File: src/rtl/tinytpu_host_link.sv
// tinytpu_host_link: host-side master for the tinytpu bit-serial port.
// Serialises the X/Y operand matrices onto data_in_x/data_in_y, pulses init,
// then deserialises the result matrix streamed back on data_out_z.
module tinytpu_host_link #(
  parameter int D_W     = 8,
  parameter int N       = 2,
  parameter int R_W     = 16,
  parameter int TIMEOUT = 1024
) (
  input  logic                 clk,
  input  logic                 rst_n,
  input  logic                 start,
  input  logic [N*N*D_W-1:0]   x_data,
  input  logic [N*N*D_W-1:0]   y_data,
  output logic                 busy,
  output logic [N*N*R_W-1:0]   z_data,
  output logic                 z_valid,
  output logic                 err,
  output logic                 load_en,
  output logic                 data_in_x,
  output logic                 data_in_y,
  output logic                 init,
  input  logic                 data_out_z,
  input  logic                 tx_ready
);

  localparam int X_BITS   = N * N * D_W;
  localparam int Z_BITS   = N * N * R_W;
  localparam int MAX_BITS = (X_BITS > Z_BITS) ? X_BITS : Z_BITS;
  localparam int CNT_W    = $clog2(MAX_BITS + 1);
  localparam int TO_W     = $clog2(TIMEOUT + 1);

  localparam logic [CNT_W-1:0] X_LAST  = CNT_W'(X_BITS);
  localparam logic [CNT_W-1:0] Z_LAST  = CNT_W'(Z_BITS - 1);
  localparam logic [TO_W-1:0]  TO_LAST = TO_W'(TIMEOUT - 1);

  typedef enum logic [2:0] {
    S_IDLE,
    S_SHIFT,
    S_INIT,
    S_WAIT,
    S_RECV,
    S_DONE
  } state_t;

  state_t              state_q;
  logic [X_BITS-1:0]   x_sr_q;
  logic [X_BITS-1:0]   y_sr_q;
  logic [Z_BITS-2:0]   rx_q;
  logic [CNT_W-1:0]    bit_cnt_q;
  logic [TO_W-1:0]     to_cnt_q;
  logic                busy_q;
  logic [Z_BITS-1:0]   z_data_q;
  logic                z_valid_q;
  logic                err_q;
  logic                load_en_q;
  logic                data_in_x_q;
  logic                data_in_y_q;
  logic                init_q;

  // Operands reordered into wire order: stream bit 0 sits at the MSB so the
  // shift register always emits its top bit (element 0 first, MSB first).
  logic [X_BITS-1:0]   x_ser;
  logic [X_BITS-1:0]   y_ser;
  // Receive register including the bit being captured this cycle.
  logic [Z_BITS-1:0]   rx_d;
  // Result matrix unpacked from the received stream into element order.
  logic [Z_BITS-1:0]   z_unpack;

  assign rx_d = {rx_q, data_out_z};

  for (genvar gi = 0; gi < N * N; gi++) begin : g_elem
    for (genvar gb = 0; gb < D_W; gb++) begin : g_opbit
      assign x_ser[X_BITS-1-(gi*D_W+gb)] = x_data[gi*D_W + D_W-1-gb];
      assign y_ser[X_BITS-1-(gi*D_W+gb)] = y_data[gi*D_W + D_W-1-gb];
    end
    for (genvar gb = 0; gb < R_W; gb++) begin : g_resbit
      assign z_unpack[gi*R_W + R_W-1-gb] = rx_d[Z_BITS-1-(gi*R_W+gb)];
    end
  end

  // Transaction FSM with every output registered.
  always_ff @(posedge clk) begin
    if (!rst_n) begin
      state_q     <= S_IDLE;
      x_sr_q      <= '0;
      y_sr_q      <= '0;
      rx_q        <= '0;
      bit_cnt_q   <= '0;
      to_cnt_q    <= '0;
      busy_q      <= 1'b0;
      z_data_q    <= '0;
      z_valid_q   <= 1'b0;
      err_q       <= 1'b0;
      load_en_q   <= 1'b0;
      data_in_x_q <= 1'b0;
      data_in_y_q <= 1'b0;
      init_q      <= 1'b0;
    end else begin
      z_valid_q <= 1'b0;
      err_q     <= 1'b0;
      init_q    <= 1'b0;
      case (state_q)
        S_IDLE: begin
          if (start) begin
            // The first bit goes out immediately, so the count starts at one.
            data_in_x_q <= x_ser[X_BITS-1];
            data_in_y_q <= y_ser[X_BITS-1];
            x_sr_q      <= {x_ser[X_BITS-2:0], 1'b0};
            y_sr_q      <= {y_ser[X_BITS-2:0], 1'b0};
            load_en_q   <= 1'b1;
            bit_cnt_q   <= CNT_W'(1);
            busy_q      <= 1'b1;
            state_q     <= S_SHIFT;
          end
        end
        S_SHIFT: begin
          if (bit_cnt_q == X_LAST) begin
            load_en_q   <= 1'b0;
            data_in_x_q <= 1'b0;
            data_in_y_q <= 1'b0;
            init_q      <= 1'b1;
            state_q     <= S_INIT;
          end else begin
            data_in_x_q <= x_sr_q[X_BITS-1];
            data_in_y_q <= y_sr_q[X_BITS-1];
            x_sr_q      <= {x_sr_q[X_BITS-2:0], 1'b0};
            y_sr_q      <= {y_sr_q[X_BITS-2:0], 1'b0};
            bit_cnt_q   <= bit_cnt_q + 1'b1;
          end
        end
        S_INIT: begin
          to_cnt_q  <= '0;
          bit_cnt_q <= '0;
          state_q   <= S_WAIT;
        end
        S_WAIT: begin
          if (tx_ready) begin
            rx_q      <= rx_d[Z_BITS-2:0];
            bit_cnt_q <= CNT_W'(1);
            state_q   <= S_RECV;
          end else if (to_cnt_q == TO_LAST) begin
            // Give up: z_data keeps the last good result.
            err_q   <= 1'b1;
            busy_q  <= 1'b0;
            state_q <= S_IDLE;
          end else begin
            to_cnt_q <= to_cnt_q + 1'b1;
          end
        end
        S_RECV: begin
          // tx_ready low is a stall: hold the count, no timeout here.
          if (tx_ready) begin
            rx_q      <= rx_d[Z_BITS-2:0];
            bit_cnt_q <= bit_cnt_q + 1'b1;
            if (bit_cnt_q == Z_LAST) begin
              z_data_q  <= z_unpack;
              z_valid_q <= 1'b1;
              state_q   <= S_DONE;
            end
          end
        end
        S_DONE: begin
          busy_q  <= 1'b0;
          state_q <= S_IDLE;
        end
        default: begin
          state_q <= S_IDLE;
        end
      endcase
    end
  end

  assign busy      = busy_q;
  assign z_data    = z_data_q;
  assign z_valid   = z_valid_q;
  assign err       = err_q;
  assign load_en   = load_en_q;
  assign data_in_x = data_in_x_q;
  assign data_in_y = data_in_y_q;
  assign init      = init_q;

endmodule

File: config.mk
export PLATFORM = sky130hd
export DESIGN_NAME = tinytpu_host_link
export DESIGN_NICKNAME = d
export VERILOG_FILES = /design/src/rtl/tinytpu_host_link.sv
export SDC_FILE = /design/constraint.sdc
export NUM_CORES = 1
export LEC_CHECK = 0
export CAP_MARGIN = 20
export CORE_UTILIZATION = 50
export DETAILED_ROUTE_END_ITERATION = 10
export PLACE_DENSITY = 0.82
export SYNTH_ARGS = -nofsm -noshare
export SYNTH_HDL_FRONTEND = slang
export SYNTH_SLANG_ARGS = --single-unit
File: constraint.sdc
create_clock -name clk -period 2.5 [get_ports clk]
set_clock_uncertainty 0.1 [all_clocks]
set_input_delay 0.25 -clock clk [delete_from_list [all_inputs] [get_ports clk]]
set_output_delay 0.25 -clock clk [all_outputs]
set_load 0.01 [all_outputs]
# After elaboration in Yosys (flattened, before gate mapping)
# Cells that the tools add are included.
[classes]
addsub = 2
n_eq_ne = 18
n_mux = 36
n_bitwise = 2
reduce_logical = 18
[op_table]
columns = ["op", "n"]
rows = [
  ["$mux 32", 4],
  ["$pmux 32 s2", 2],
  ["$pmux 7 s5", 1],
  ["$mux 7", 4],
  ["$mux 11", 2],
  ["$pmux 11 s2", 1],
  ["$mux 3", 6],
  ["$ne 2x2->1 const B", 9],
  ["$pmux 3 s5", 1],
  ["$reduce_and 3->1", 5],
  ["$eq 7x6->1 const B", 2],
  ["$add 11x1->11 const B", 1],
  ["$eq 11x10->1 const B", 1],
  ["$mux 1", 11],
  ["$reduce_and 5->1", 2],
  ["$add 7x1->7 const B", 1],
  ["$eq 3x2->1 const B", 2],
  ["$eq 3x3->1 const B", 2],
  ["$pmux 1 s2", 3],
  ["$reduce_and 2->1", 3],
  ["$reduce_bool 5->1", 1],
  ["$reduce_and 4->1", 1],
  ["$reduce_bool 2->1", 2],
  ["$eq 3x1->1 const B", 1],
  ["other kinds (7)", 8],
]
[word_totals]
ff_bits = 219
output_inout_bits = 71

# Longest topological paths before layout
[logic_depth]
ltp_word = 4
ltp_mapped = 8
ltp_nobuf = 6

# Worst setup path after synthesis
# OpenSTA, ideal clock, no wires.
[synth_path]
kind = "register to register"
start = "register bit_cnt_q[0]"
end = "register y_sr_q[20]"
arrival_time_ns = 1.705
t_required_ns = 2.253
slack_ns = 0.548
path_stages_with_launch = 9
n_path_buf = 2
synth_period_minus_slack_ns = 1.952
path_cell_list = "dfxtp_1 -> inv_1 -> ha_1 -> or4b_4 -> o21a_1 -> buf_2 -> buf_2 -> nor3_1 -> a311oi_2"
[synth_between]
elab_chain_cells = 3
[synth_rtl]
columns = ["element", "line_no", "source"]
rows = [
  ["from (decl)", "50", "logic [CNT_W-1:0] bit_cnt_q;"],
  ["from (signal assigned)", "129", "bit_cnt_q <= bit_cnt_q + 1'b1;"],
  ["from (signal assigned)", "155", "bit_cnt_q <= bit_cnt_q + 1'b1;"],
  ["$eq 7x6->1", "118", "if (bit_cnt_q == X_LAST) begin"],
  ["$ne 2x2->1 (no source line)", "-", ""],
  ["$reduce_and 3->1 (no source line)", "-", ""],
  ["to (signal assigned)", "110", "y_sr_q <= {y_ser[X_BITS-2:0], 1'b0};"],
  ["to (signal assigned)", "128", "y_sr_q <= {y_sr_q[X_BITS-2:0], 1'b0};"],
  ["to (decl)", "48", "logic [X_BITS-1:0] y_sr_q;"],
]
# Every way passes these cells.
# A chain may end at the register's enable or synchronous reset.

# Final worst setup path
[layout_path]
start = "register bit_cnt_q[0]"
end = "register z_data_q[35] (netlist: z_data[35])"
[layout_between]
elab_chain_cells = 2
[layout_rtl]
columns = ["element", "line_no", "source"]
rows = [
  ["$eq 7x6->1", "156", "if (bit_cnt_q == Z_LAST) begin"],
  ["$reduce_and 3->1 (no source line)", "-", ""],
  ["to (signal assigned)", "157", "z_data_q <= z_unpack;"],
  ["to (decl)", "53", "logic [Z_BITS-1:0] z_data_q;"],
]
# Every way passes these cells.

==> summary.md <==
| Metric | Value |
|---|---|
| Run status | `completed` |
| CTS tree | `done` |
| Seq pwr share | `between 40% and 50%` |
| Post-CTS Hold Fix Bufs | `0` |
| Post-cts gate resize count | `0` |
| Dpl cell area | `roughly 0.011 mm^2` |
| TritonRoute pass-1 iters | `8` |
| Clk_lat worst skew | `around 0.5 ns` |
| Most frequent cells in the layout | `nand2_1, dfxtp_1, clkdlybuf4s50_1` |
| Library cells used by synthesis | `55` |
| Worst slew pin tran | `0.6242 ns` |
| CP endpoint kind | `flop` |
| Area contributors post-synth | `dfxtp_1, nand2_1, a311oi_2` |
| Share of cells above drive strength 1 | `approximately an eighth` |
| Overflow left after global routing | `0` |
| Yosys top cell by area | `dfxtp_1` |
| Core area | `approximately 0.018 mm^2` |
| Main synth FF type | `dfxtp_1` |
| Unrepaired setup endpoints after global routing | `false` |
| Power Density | `714.2 mW/mm^2` |
| Die Y | `between 100 and 150 um` |
| Sw Ratio | `around a quarter` |
| Vias in the first global route | `between 6000 and 7000` |
| Crit path DAT | `between 2 and 2.5 ns` |
| Initial Utilization | `approximately half` |
| Vias/cell | `approximately 5.5` |
| Max Root-Sink Buffers | `3` |
| Post-route clock period utilization | `a little under nine tenths` |
| Hold Crit Class | `in2reg` |
| Worst-path fanout max | `64` |
| Post-route setup slack | `approximately 0.37 ns` |
| Crit path time final | `2.126 ns` |
| Nets | `roughly 1200` |
| Post-synth ARST share | `0%` |
| Final count of pins violating max slew | `0` |
| Setup_tns | `0 ns` |
| H-tree levels | `1` |
| Final Cell Area | `about 0.012 mm^2` |
| Clock Sinks | `approximately 220` |
| Internal Pwr Total | `0.006136 W` |
| Post-Syn Area per Cell | `between 9 and 10 um^2` |
| Die width | `approximately 140 um` |
| Met3 routed WL | `between 900 and 1000 um` |
| Post-synth EDFFs | `0` |
| First-pass GRT wire length | `32260 um` |
| Critical path type | `reg2reg` |
| Sequential share of the synthesized area | `between 40% and 50%` |
| Pre-CTS setup slack | `0.2937 ns` |
| Post-route antenna net violation count | `0` |
| Root Buffer | `clkbuf_16` |
| DIE AREA | `0.01898 mm^2` |
| Endpoints failing hold | `0` |
| Worst vdd ir | `around 0.57 mV` |
| Final setup fails | `0` |
| DR WL/cell | `between 10 and 15 um` |
| Synth Net Count | `~1100` |
| Met1 wire length | `a little over 9000 um` |
| Flop and latch count out of synthesis | `roughly 220` |
| Leading cell type in the layout, fill and taps excluded | `nand2_1` |
| Maxcap violations | `0` |
| Fin util | `a little under two thirds` |
| Comb pwr share | `14.0%` |
| Residual DRC | `0` |
| Post-CTS setup buffers | `0` |
| Largest net degree at the start of global routing | `76` |
| Initial antenna violation count | `0` |
| Ys Warns | `0` |
| Detailed placer's ending HPWL | `roughly 12000 um` |
| Row count | `49` |
| Initial DRC count | `between 500 and 600` |
| Slew Limit Headroom | `58.00%` |
| Total wire length | `approximately 20000 um` |
| CTS Buf Count | `22` |
| Met2 Wirelength | `roughly 9300 um` |
| Syn Std Cell Area | `0.009215 mm^2` |
| Max Fclk | `470.4 MHz` |
| Clock slew at reported path FFs | `0.07 ns` |
| Clock share of power | `about two fifths` |
| Number of port buffers | `139` |
| Vias after detailed routing | `approximately 7600` |
| RePlAce Congestion | `about 0.82` |
| # fillers | `1501` |
| Boundary pin count | `140` |
| Yosys top cell area share | `a little under half` |
| CP Launch Type | `flop` |
| Switching pwr | `approximately 0.0021 W` |
| Antenna fix cells | `0` |
| Layout area overhead | `24.98%` |
| Req. time, crit path | `approximately 2.8 ns` |
| Global Route Usage Sum | `approximately 20%` |
| Static Leak | `around 4.3 nW` |
| Max Used Layer | `met4` |
| Syn Inst Count | `1020` |
[synth_stat cells, drive strengths merged (3+ instances only)]
cell type,n
nand2,265
dfxtp,217
a21oi,88
nor2,68
mux2i,65
nor3,63
a311oi,61
buf,47
clkbuf,38
o21ai,13
nand3,11
inv,8
o31ai,6
a2111o,5
nand2b,5
nand4,5
nor4,5
or4,5
and3,4
nand3b,4
or3,4
ha,3
nor3b,3
o311a,3
[per-layer routing]
metal	up-vias	track usage (%)
met5	-	0
met4	0	4.710
met3	25	3.642
met2	187	33.00
met1	3571	28.42
li1	3774	-
[cells by family (layout without fill, tap and decap cells)]
group | count (synthesis) | in the layout | synth area share, %
fa+ha+maj | 3 | 3 | 0.4074
simple gates | 453 | 453 | 21.98
compound gates | 189 | 189 | 18.09
mux | 65 | 65 | 7.060
flops | 217 | 217 | 47.14
buf+inv | 93 | 208 | 5.322
[path summary, 6_finish.rpt]
| path | from | endpoint | slack [ns] | depth (start not counted) |
|---|---|---|---|---|
| min reg2reg | z_data[23]$_SDFFE_PN0P_ | z_data[23]$_SDFFE_PN0P_ | 0.35 | 2 |
| min | x_data[24] | x_sr_q[1]$_SDFFE_PN0P_ | 0.20 | 3 |
| max reg2reg | bit_cnt_q[0]$_SDFFE_PN0P_ | z_data[35]$_SDFFE_PN0P_ | 0.37 | 6 |
| max | bit_cnt_q[0]$_SDFFE_PN0P_ | z_data[35]$_SDFFE_PN0P_ | 0.37 | 6 |
[power by group through the flow]
stage               Sequential (W)  Combinational, W  Clock (W)
floorplan                  0.00379          0.000861          0
global placement           0.00380           0.00113          0
detailed placement         0.00380           0.00115          0
CTS                        0.00373           0.00116    0.00339
global route               0.00375           0.00126    0.00354
finish                     0.00373           0.00115    0.00334
[final cells by class]
cell class                 instances  area [um^2]  area share [%]
sequential                       217         4344           37.72
clock buffer                      28        634.4           5.508
multi-input combinational        710         4407           38.26
inverter                           8        35.03          0.3042
timing repair buffer             162         1702           14.77
tap                              229        286.5           2.488
clock inverter                    10        108.9          0.9451
[state kept, by name, indices dropped and copies added (netlist names)]
register   flops
y_sr_q        31
bit_cnt_q      7
load_en        1
data_in_y      1
z_data        64
err            1
rx_q          63
data_in_x      1
state_q        3
to_cnt_q      11
busy           1
init           1
x_sr_q        31
z_valid        1
[per-stage QoR]
stage                     hold slack [ns]  total power, W  std cells
after detailed placement           0.3438        0.004957       1326
after floorplan                    0.2691        0.004648       1020
after global placement             0.3372        0.004931       1326
after CTS                          0.1839        0.008285       1364
final                              0.2030        0.008225       1364
after global routing               0.2093        0.008551       1364
[worst max-delay path, stage by stage, from the launching register on]
cell     delay, ns
dfxtp_1       0.45
ha_1          0.23
nand4_1       0.16
or4_2         0.62
buf_12        0.21
nand2_1       0.12
a21oi_1       0.07
Power figures use the tool's default switching activity.
